**config.mk**
```make
export PLATFORM = sky130hd
export DESIGN_NAME = pipe_ctrl_seq
export DESIGN_NICKNAME = d
export VERILOG_FILES = /design/src/rtl/pipe_agent_pkg.sv /design/src/rtl/pipe_ctrl_timer.sv /design/src/rtl/pipe_ctrl_seq.sv
export SDC_FILE = /design/constraint.sdc
export NUM_CORES = 1
export LEC_CHECK = 0
export CAP_MARGIN = 5
export CORE_MARGIN = 2
export CORE_UTILIZATION = 30
export CTS_BUF_LIST = sky130_fd_sc_hd__clkbuf_2 sky130_fd_sc_hd__clkbuf_4 sky130_fd_sc_hd__clkbuf_8
export DETAILED_ROUTE_END_ITERATION = 10
export PLACE_DENSITY = 0.58
export SLEW_MARGIN = 10
export SYNTH_ARGS = -nofsm -noshare
export SYNTH_HDL_FRONTEND = slang
export SYNTH_SLANG_ARGS = --single-unit
export TNS_END_PERCENT = 50
```
**constraint.sdc**
```tcl
create_clock -name clk -period 2.1 [get_ports clk]
set_clock_uncertainty 0.2 [all_clocks]
set_input_delay 0.525 -clock clk [delete_from_list [all_inputs] [get_ports clk]]
set_output_delay 0.525 -clock clk [all_outputs]
set_load 0.005 [all_outputs]
```
**src/rtl/pipe_agent_pkg.sv**
```systemverilog
// Shared types and constants for the MAC-side PIPE agent blocks.
package pipe_agent_pkg;

   typedef logic [3:0] pipe_width_t;

   typedef enum logic [3:0] {
      PWR_P0  = 4'd0,
      PWR_P0S = 4'd1,
      PWR_P1  = 4'd2,
      PWR_P2  = 4'd3
   } pipe_power_e;

   typedef enum logic [1:0] {
      OP_POWER  = 2'd0,
      OP_RATE   = 2'd1,
      OP_DETECT = 2'd2,
      OP_RSVD   = 2'd3
   } pipe_cmd_op_e;

   typedef enum logic [1:0] {
      RSP_OK      = 2'd0,
      RSP_TIMEOUT = 2'd1,
      RSP_ILLEGAL = 2'd2
   } pipe_rsp_code_e;

   typedef enum logic [2:0] {
      ST_RESET_WAIT  = 3'd0,
      ST_IDLE        = 3'd1,
      ST_DRIVE       = 3'd2,
      ST_WAIT_STATUS = 3'd3,
      ST_RESP        = 3'd4
   } pipe_seq_state_e;

   localparam logic [2:0] RX_STATUS_DETECTED = 3'b011;

endpackage

```
**src/rtl/pipe_ctrl_timer.sv**
```systemverilog
// Loadable down-counter for the PIPE sequencer's phy_status timeout.
// Expiry is flagged while counting is enabled and the count has reached zero.
module pipe_ctrl_timer #(
   parameter int unsigned W = 11
) (
   input  logic         clk,
   input  logic         reset,
   input  logic         load_i,
   input  logic [W-1:0] load_val_i,
   input  logic         dec_i,
   output logic         expired_o
);

   logic [W-1:0] cnt_q;
   logic [W-1:0] cnt_d;

   // Next count: load has priority, counting stops at zero.
   always_comb begin
      cnt_d = cnt_q;
      if (load_i) begin
         cnt_d = load_val_i;
      end else if (dec_i && (cnt_q != '0)) begin
         cnt_d = cnt_q - W'(1);
      end else begin
         cnt_d = cnt_q;
      end
   end

   // Count register.
   always_ff @(posedge clk or negedge reset) begin
      if (!reset) begin
         cnt_q <= '0;
      end else begin
         cnt_q <= cnt_d;
      end
   end

   assign expired_o = dec_i && (cnt_q == '0);

endmodule

```
**src/rtl/pipe_ctrl_seq.sv**
```systemverilog
// MAC-side PIPE control sequencer: power, rate and receiver-detect commands.
// Define PIPE_CTRL_TIMEOUT_EN to add the phy_status timeout (pipe_ctrl_timer).
module pipe_ctrl_seq
   import pipe_agent_pkg::*;
#(
   parameter int unsigned MAX_RATE       = 4,
   parameter int unsigned TIMEOUT_CYCLES = 1024
) (
   input  logic       clk,
   input  logic       reset,
   input  logic       req_valid,
   output logic       req_ready,
   input  logic [1:0] req_op,
   input  logic [3:0] req_arg,
   output logic       rsp_valid,
   output logic [1:0] rsp_code,
   output logic       rsp_detected,
   input  logic       phy_status,
   input  logic [2:0] rx_status,
   output logic [3:0] power_down,
   output logic [3:0] rate,
   output logic       tx_detect_rx
);

   localparam pipe_width_t MAX_RATE_W = pipe_width_t'(MAX_RATE);

   pipe_seq_state_e state_q, state_d;
   pipe_cmd_op_e    op_q, op_d, op_s;
   pipe_width_t     pd_q, pd_d, rate_q, rate_d;
   pipe_rsp_code_e  code_q, code_d;
   logic            txd_q, txd_d, det_q, det_d;
   logic            rsp_valid_q, req_ready_q;
   logic            illegal_s, noop_s, timer_load_s, timer_expired_s;

   // Command classification against the PIPE values currently driven.
   always_comb begin
      op_s      = pipe_cmd_op_e'(req_op);
      illegal_s = 1'b0;
      noop_s    = 1'b0;
      case (op_s)
         OP_POWER: begin
            illegal_s = (req_arg > 4'd3);
            noop_s    = (req_arg == pd_q);
         end
         OP_RATE: begin
            illegal_s = (req_arg > MAX_RATE_W) || ((pd_q != PWR_P0) && (pd_q != PWR_P1));
            noop_s    = (req_arg == rate_q);
         end
         OP_DETECT: begin
            illegal_s = (pd_q != PWR_P1);
            noop_s    = 1'b0;
         end
         default: begin
            illegal_s = 1'b1;
            noop_s    = 1'b0;
         end
      endcase
   end

   // Sequencer next state; PIPE outputs change on the accept edge so they are visible in DRIVE.
   always_comb begin
      state_d      = state_q;
      op_d         = op_q;
      pd_d         = pd_q;
      rate_d       = rate_q;
      txd_d        = txd_q;
      code_d       = code_q;
      det_d        = det_q;
      timer_load_s = 1'b0;
      case (state_q)
         ST_RESET_WAIT: begin
            if (!phy_status) state_d = ST_IDLE;
            else             state_d = ST_RESET_WAIT;
         end
         ST_IDLE: begin
            if (req_valid) begin
               op_d = op_s;
               if (illegal_s || noop_s) begin
                  state_d = ST_RESP;
                  code_d  = illegal_s ? RSP_ILLEGAL : RSP_OK;
                  det_d   = 1'b0;
               end else begin
                  state_d = ST_DRIVE;
                  case (op_s)
                     OP_POWER:  pd_d   = req_arg;
                     OP_RATE:   rate_d = req_arg;
                     OP_DETECT: txd_d  = 1'b1;
                     default:   txd_d  = txd_q;
                  endcase
               end
            end else begin
               state_d = ST_IDLE;
            end
         end
         ST_DRIVE: begin
            state_d      = ST_WAIT_STATUS;
            timer_load_s = 1'b1;
         end
         ST_WAIT_STATUS: begin
            // A status on the expiry cycle still completes OK.
            if (phy_status) begin
               state_d = ST_RESP;
               code_d  = RSP_OK;
               det_d   = (op_q == OP_DETECT) && (rx_status == RX_STATUS_DETECTED);
               txd_d   = 1'b0;
            end else if (timer_expired_s) begin
               state_d = ST_RESP;
               code_d  = RSP_TIMEOUT;
               det_d   = 1'b0;
               txd_d   = 1'b0;
            end else begin
               state_d = ST_WAIT_STATUS;
            end
         end
         ST_RESP:  state_d = ST_IDLE;
         default:  state_d = ST_RESET_WAIT;
      endcase
   end

   // State and output registers.
   always_ff @(posedge clk or negedge reset) begin
      if (!reset) begin
         state_q     <= ST_RESET_WAIT;
         op_q        <= OP_POWER;
         pd_q        <= PWR_P1;
         rate_q      <= 4'd0;
         txd_q       <= 1'b0;
         code_q      <= RSP_OK;
         det_q       <= 1'b0;
         rsp_valid_q <= 1'b0;
         req_ready_q <= 1'b0;
      end else begin
         state_q     <= state_d;
         op_q        <= op_d;
         pd_q        <= pd_d;
         rate_q      <= rate_d;
         txd_q       <= txd_d;
         code_q      <= code_d;
         det_q       <= det_d;
         rsp_valid_q <= (state_d == ST_RESP);
         req_ready_q <= (state_d == ST_IDLE);
      end
   end

`ifdef PIPE_CTRL_TIMEOUT_EN
   localparam int unsigned TMR_W = $clog2(TIMEOUT_CYCLES + 1);

   pipe_ctrl_timer #(.W(TMR_W)) u_timer (
      .clk        (clk),
      .reset      (reset),
      .load_i     (timer_load_s),
      .load_val_i (TMR_W'(TIMEOUT_CYCLES)),
      .dec_i      (state_q == ST_WAIT_STATUS),
      .expired_o  (timer_expired_s)
   );
`else
   // Without the timer the timeout setting and load strobe have no effect.
   logic unused_timeout_s;
   assign unused_timeout_s = timer_load_s ^ (TIMEOUT_CYCLES == 32'd0);
   assign timer_expired_s  = 1'b0;
`endif

   assign req_ready    = req_ready_q;
   assign rsp_valid    = rsp_valid_q;
   assign rsp_code     = code_q;
   assign rsp_detected = det_q;
   assign power_down   = pd_q;
   assign rate         = rate_q;
   assign tx_detect_rx = txd_q;

endmodule

```
==> results by group <==
Power
  – Max IR drop VDD: 0.000413 V
  – Pwr Total: 1.30 mW
  – Leak: 0.679 nW
  – PD cells: 869 mW/mm²

Yosys
  – Sequential share of the synthesized area: 0.476
  – Dominant cell type by area after synthesis: dfrtp_1
  – Largest cells by area after synthesis: dfrtp_1 45%, mux2_1 5.9%, nand2_1 3.2%, o2111ai_2 3.2%, dfstp_2 2.8%
  – Post-synth top area share: 0.449
  – Post-Synth Adder-Cell Area: 0
  – Post-Syn Nets: 103
  – Post-synthesis compound-gate area fraction: 0.189
  – Multiplexer share of the synthesized area: 0.0805
  – Post-Syn Area: 948 µm²
  – Fraction of registers with async set/reset: 1.00
  – XOR/XNOR Fraction of Synth Area: 0.0369
  – Simple-Gate Fraction of Synth Area: 0.170
  – Most frequent cells after synthesis: 17 x dfrtp_1, 8 x nand2_1, 6 x inv_1
  – Number of flops mapped to enable cells by yosys: 0
  – Syn. warnings: 0
  – Cells after Synth: 90
  – Syn avg cell area: 10.5 µm²
  – Top_reg_cell synth: dfrtp_1
  – FF+latch count, synth: 18
  – Synth cell types: 35
  – Largest family of logic cells by synthesized area: compound AO/OA/AOI/OAI gates
  – Most instantiated library cell after synthesis: dfrtp_1

Routing
  – Detailed Route WL: 2530 µm
  – Routed Antenna Nets: 0
  – Avg Vias per Cell: 4.77
  – DRC violations left: 0
  – Iteration-0 DRC Markers: 32
  – WL/cell: 14.0 µm
  – Drt pass-1 iters: 4
  – Via count: 858

Finish
  – Design Area, Final: 0.00149 mm²
  – Net count, final: 150
  – Layout area overhead: 57.4%
  – Antenna diode count: 0
  – Layout cells sized above 1: 0.294
  – Fillers: 284

Clocking
  – # hold bufs at CTS: 0
  – CTS Sinks: 18
  – Root Buffer: clkbuf_4
  – Worst-Skew Late Latency: 290 ps
  – TritonCTS clock tree: built
  – Total CTS buffers: 3
  – Clock transition at the registers of the reported paths: 100 ps
  – H-tree depth: 1
  – CTS max path bufs: 2

Timing
  – Hold Fails Final Rpt: 0
  – Worst setup margin: 27.2 ps
  – Final worst path period need: 2070 ps
  – Count of final max-slew check failures: 0
  – Final setup TNS: 0 ps
  – Final setup fails: 0
  – Max Fclk: 0.482 GHz
  – Fin crit share: 0.987
  – Worst hold slack: 289 ps
  – RSZ-0062 raised after global routing: yes

GRT
  – Total gr overflow: 0
  – First-pass GRT wire length: 3960 µm
  – Largest net degree at the start of global routing: 19
  – Number of global-route vias before repair: 875
  – Initial antenna violation count: 0
  – Total global-route track usage: 0.151

Placement
  – Gpl congestion: 0.758
  – Post-DP Area: 0.00134 mm²
  – Pre-CTS WS: -664 ps
  – Post-DP HPWL: 1850 µm
  – PortBufs: 25

Floorplan
  – Core Region: 0.00303 mm²
  – Die Width: 60.2 µm
  – Die Height: 60.2 µm
  – FP Rows: 20
  – DIE AREA: 0.00363 mm²
  – Initial Util: 0.313
  – I/O pin count: 27

Run status
  – Status: complete, no violations

Setup path
  – Cell breakdown of the critical path: dlygate4sd2_1 -> buf_4 -> nor3b_4 -> o221ai_2 -> nand2_2 -> o2111ai_4 -> buf_4 -> buf_4 -> and2_1
  – Crit end category: register
  – Critical-path top delay cell: dlygate4sd2_1
  – Critical Path RT: 2100 ps
  – Crit path arrival time: 2070 ps
  – Crit-path leading delay family: buffers and inverters
  – Most used cell, CP: buf_4
  – Critical path class: input port to register
  – WP buf/inv: 4
  – Startpoint types: input port
  – Critical Path Max Stage Delay: 280 ps
  – CP Max Fanout: 4

Hold path
  – Worst hold path class: register to register

Flow run
  – Max_cap viols: 0
-- final timing paths --
kind	startpoint	end	cells past startpoint	slack, ps
hold reg to reg	op_q[0]$_DFFE_PN0P_	op_q[0]$_DFFE_PN0P_	2	290
setup reg to reg	power_down[1]$_DFFE_PN1P_	rate[2]$_DFFE_PN0P_	5	120
hold / removal	op_q[0]$_DFFE_PN0P_	op_q[0]$_DFFE_PN0P_	2	290
min in group asynchronous	reset	op_q[1]$_DFFE_PN0P_	2	350
setup / recovery	req_arg[0]	power_down[3]$_DFFE_PN0P_	9	30
max in group asynchronous	reset	power_down[1]$_DFFE_PN1P_	2	1100
-- placed cells by master (no fill, tap or decap), types with 2 or more instances in the layout --
cell             instances
buf_4                   19
clkdlybuf4s50_1         18
dfrtp_1                 17
nand2_1                  7
inv_1                    6
dlygate4sd2_1            6
nor2_1                   5
o21ai_0                  5
mux2_1                   5
and2_1                   4
clkbuf_4                 4
xor2_1                   3
nand3_1                  3
a21oi_1                  3
nor2b_1                  2
mux2i_1                  2
nor3_2                   2
o2111ai_4                2
a21bo_2                  2
-- per-layer routing --
layer / part of all wire / wire length (µm) / vias to the layer above / global-route usage
met5: 0 / 0 / - / 0
met4: 0.0075 / 19 / 0 / 0.0540
met3: 0.053 / 133 / 2 / 0.0390
met2: 0.51 / 1300 / 24 / 0.264
met1: 0.42 / 1070 / 417 / 0.176
li1: - / - / 415 / -
-- logic make-up after synthesis --
| family | count (synthesis) |
|---|---|
| AOI/OAI and AO/OA | 21 |
| xor gates and xnor gates | 4 |
| muxes | 7 |
| and+or+nand+nor | 31 |
| other | 1 |
| buffers and inverters | 8 |
| DFF | 18 |
-- per-stage QoR --
step	cells	util
floorplan	90	-
global placement	171	0.443
detailed placement	171	0.443
CTS	177	0.470
global route	180	0.493
finish	180	0.493
-- flip-flops by register name, indices dropped and copies added (netlist names) --
register and cells:
power_down 4, rate 4, state_q 3, op_q 2, req_ready 1, rsp_code 1, rsp_detected 1, rsp_valid 1
tx_detect_rx 1
-- worst min-delay path, delay by kind of cell (launching register included) --
kind / cells / cell delay (ps)
DFF: 1 / 350
and+or+nand+nor: 1 / 50
AOI/OAI and AO/OA: 1 / 60
-- final cells by class --
type | instances | area [µm²] | area share
tap | 44 | 55.1 | 0.0369
multi-input combinational | 64 | 544 | 0.365
timing repair buffer | 44 | 383 | 0.256
sequential | 18 | 452 | 0.303
clock buffer | 4 | 36.3 | 0.0243
inverter | 6 | 22.5 | 0.0151
-- timing repair --
item,CTS,global route
endpoints found under the setup margin,15,7
pin swaps,4,4
buffers inserted,2,3
gates resized for setup,16,10
-- report_power, final --
part	internal, mW	leakage, nW	switching [mW]
clock	0.106	0.0210	0.110
combinational	0.303	0.427	0.234
sequential	0.457	0.230	0.0870
total	0.867	0.679	0.431
No activity file was read; power rests on OpenSTA's default activity.
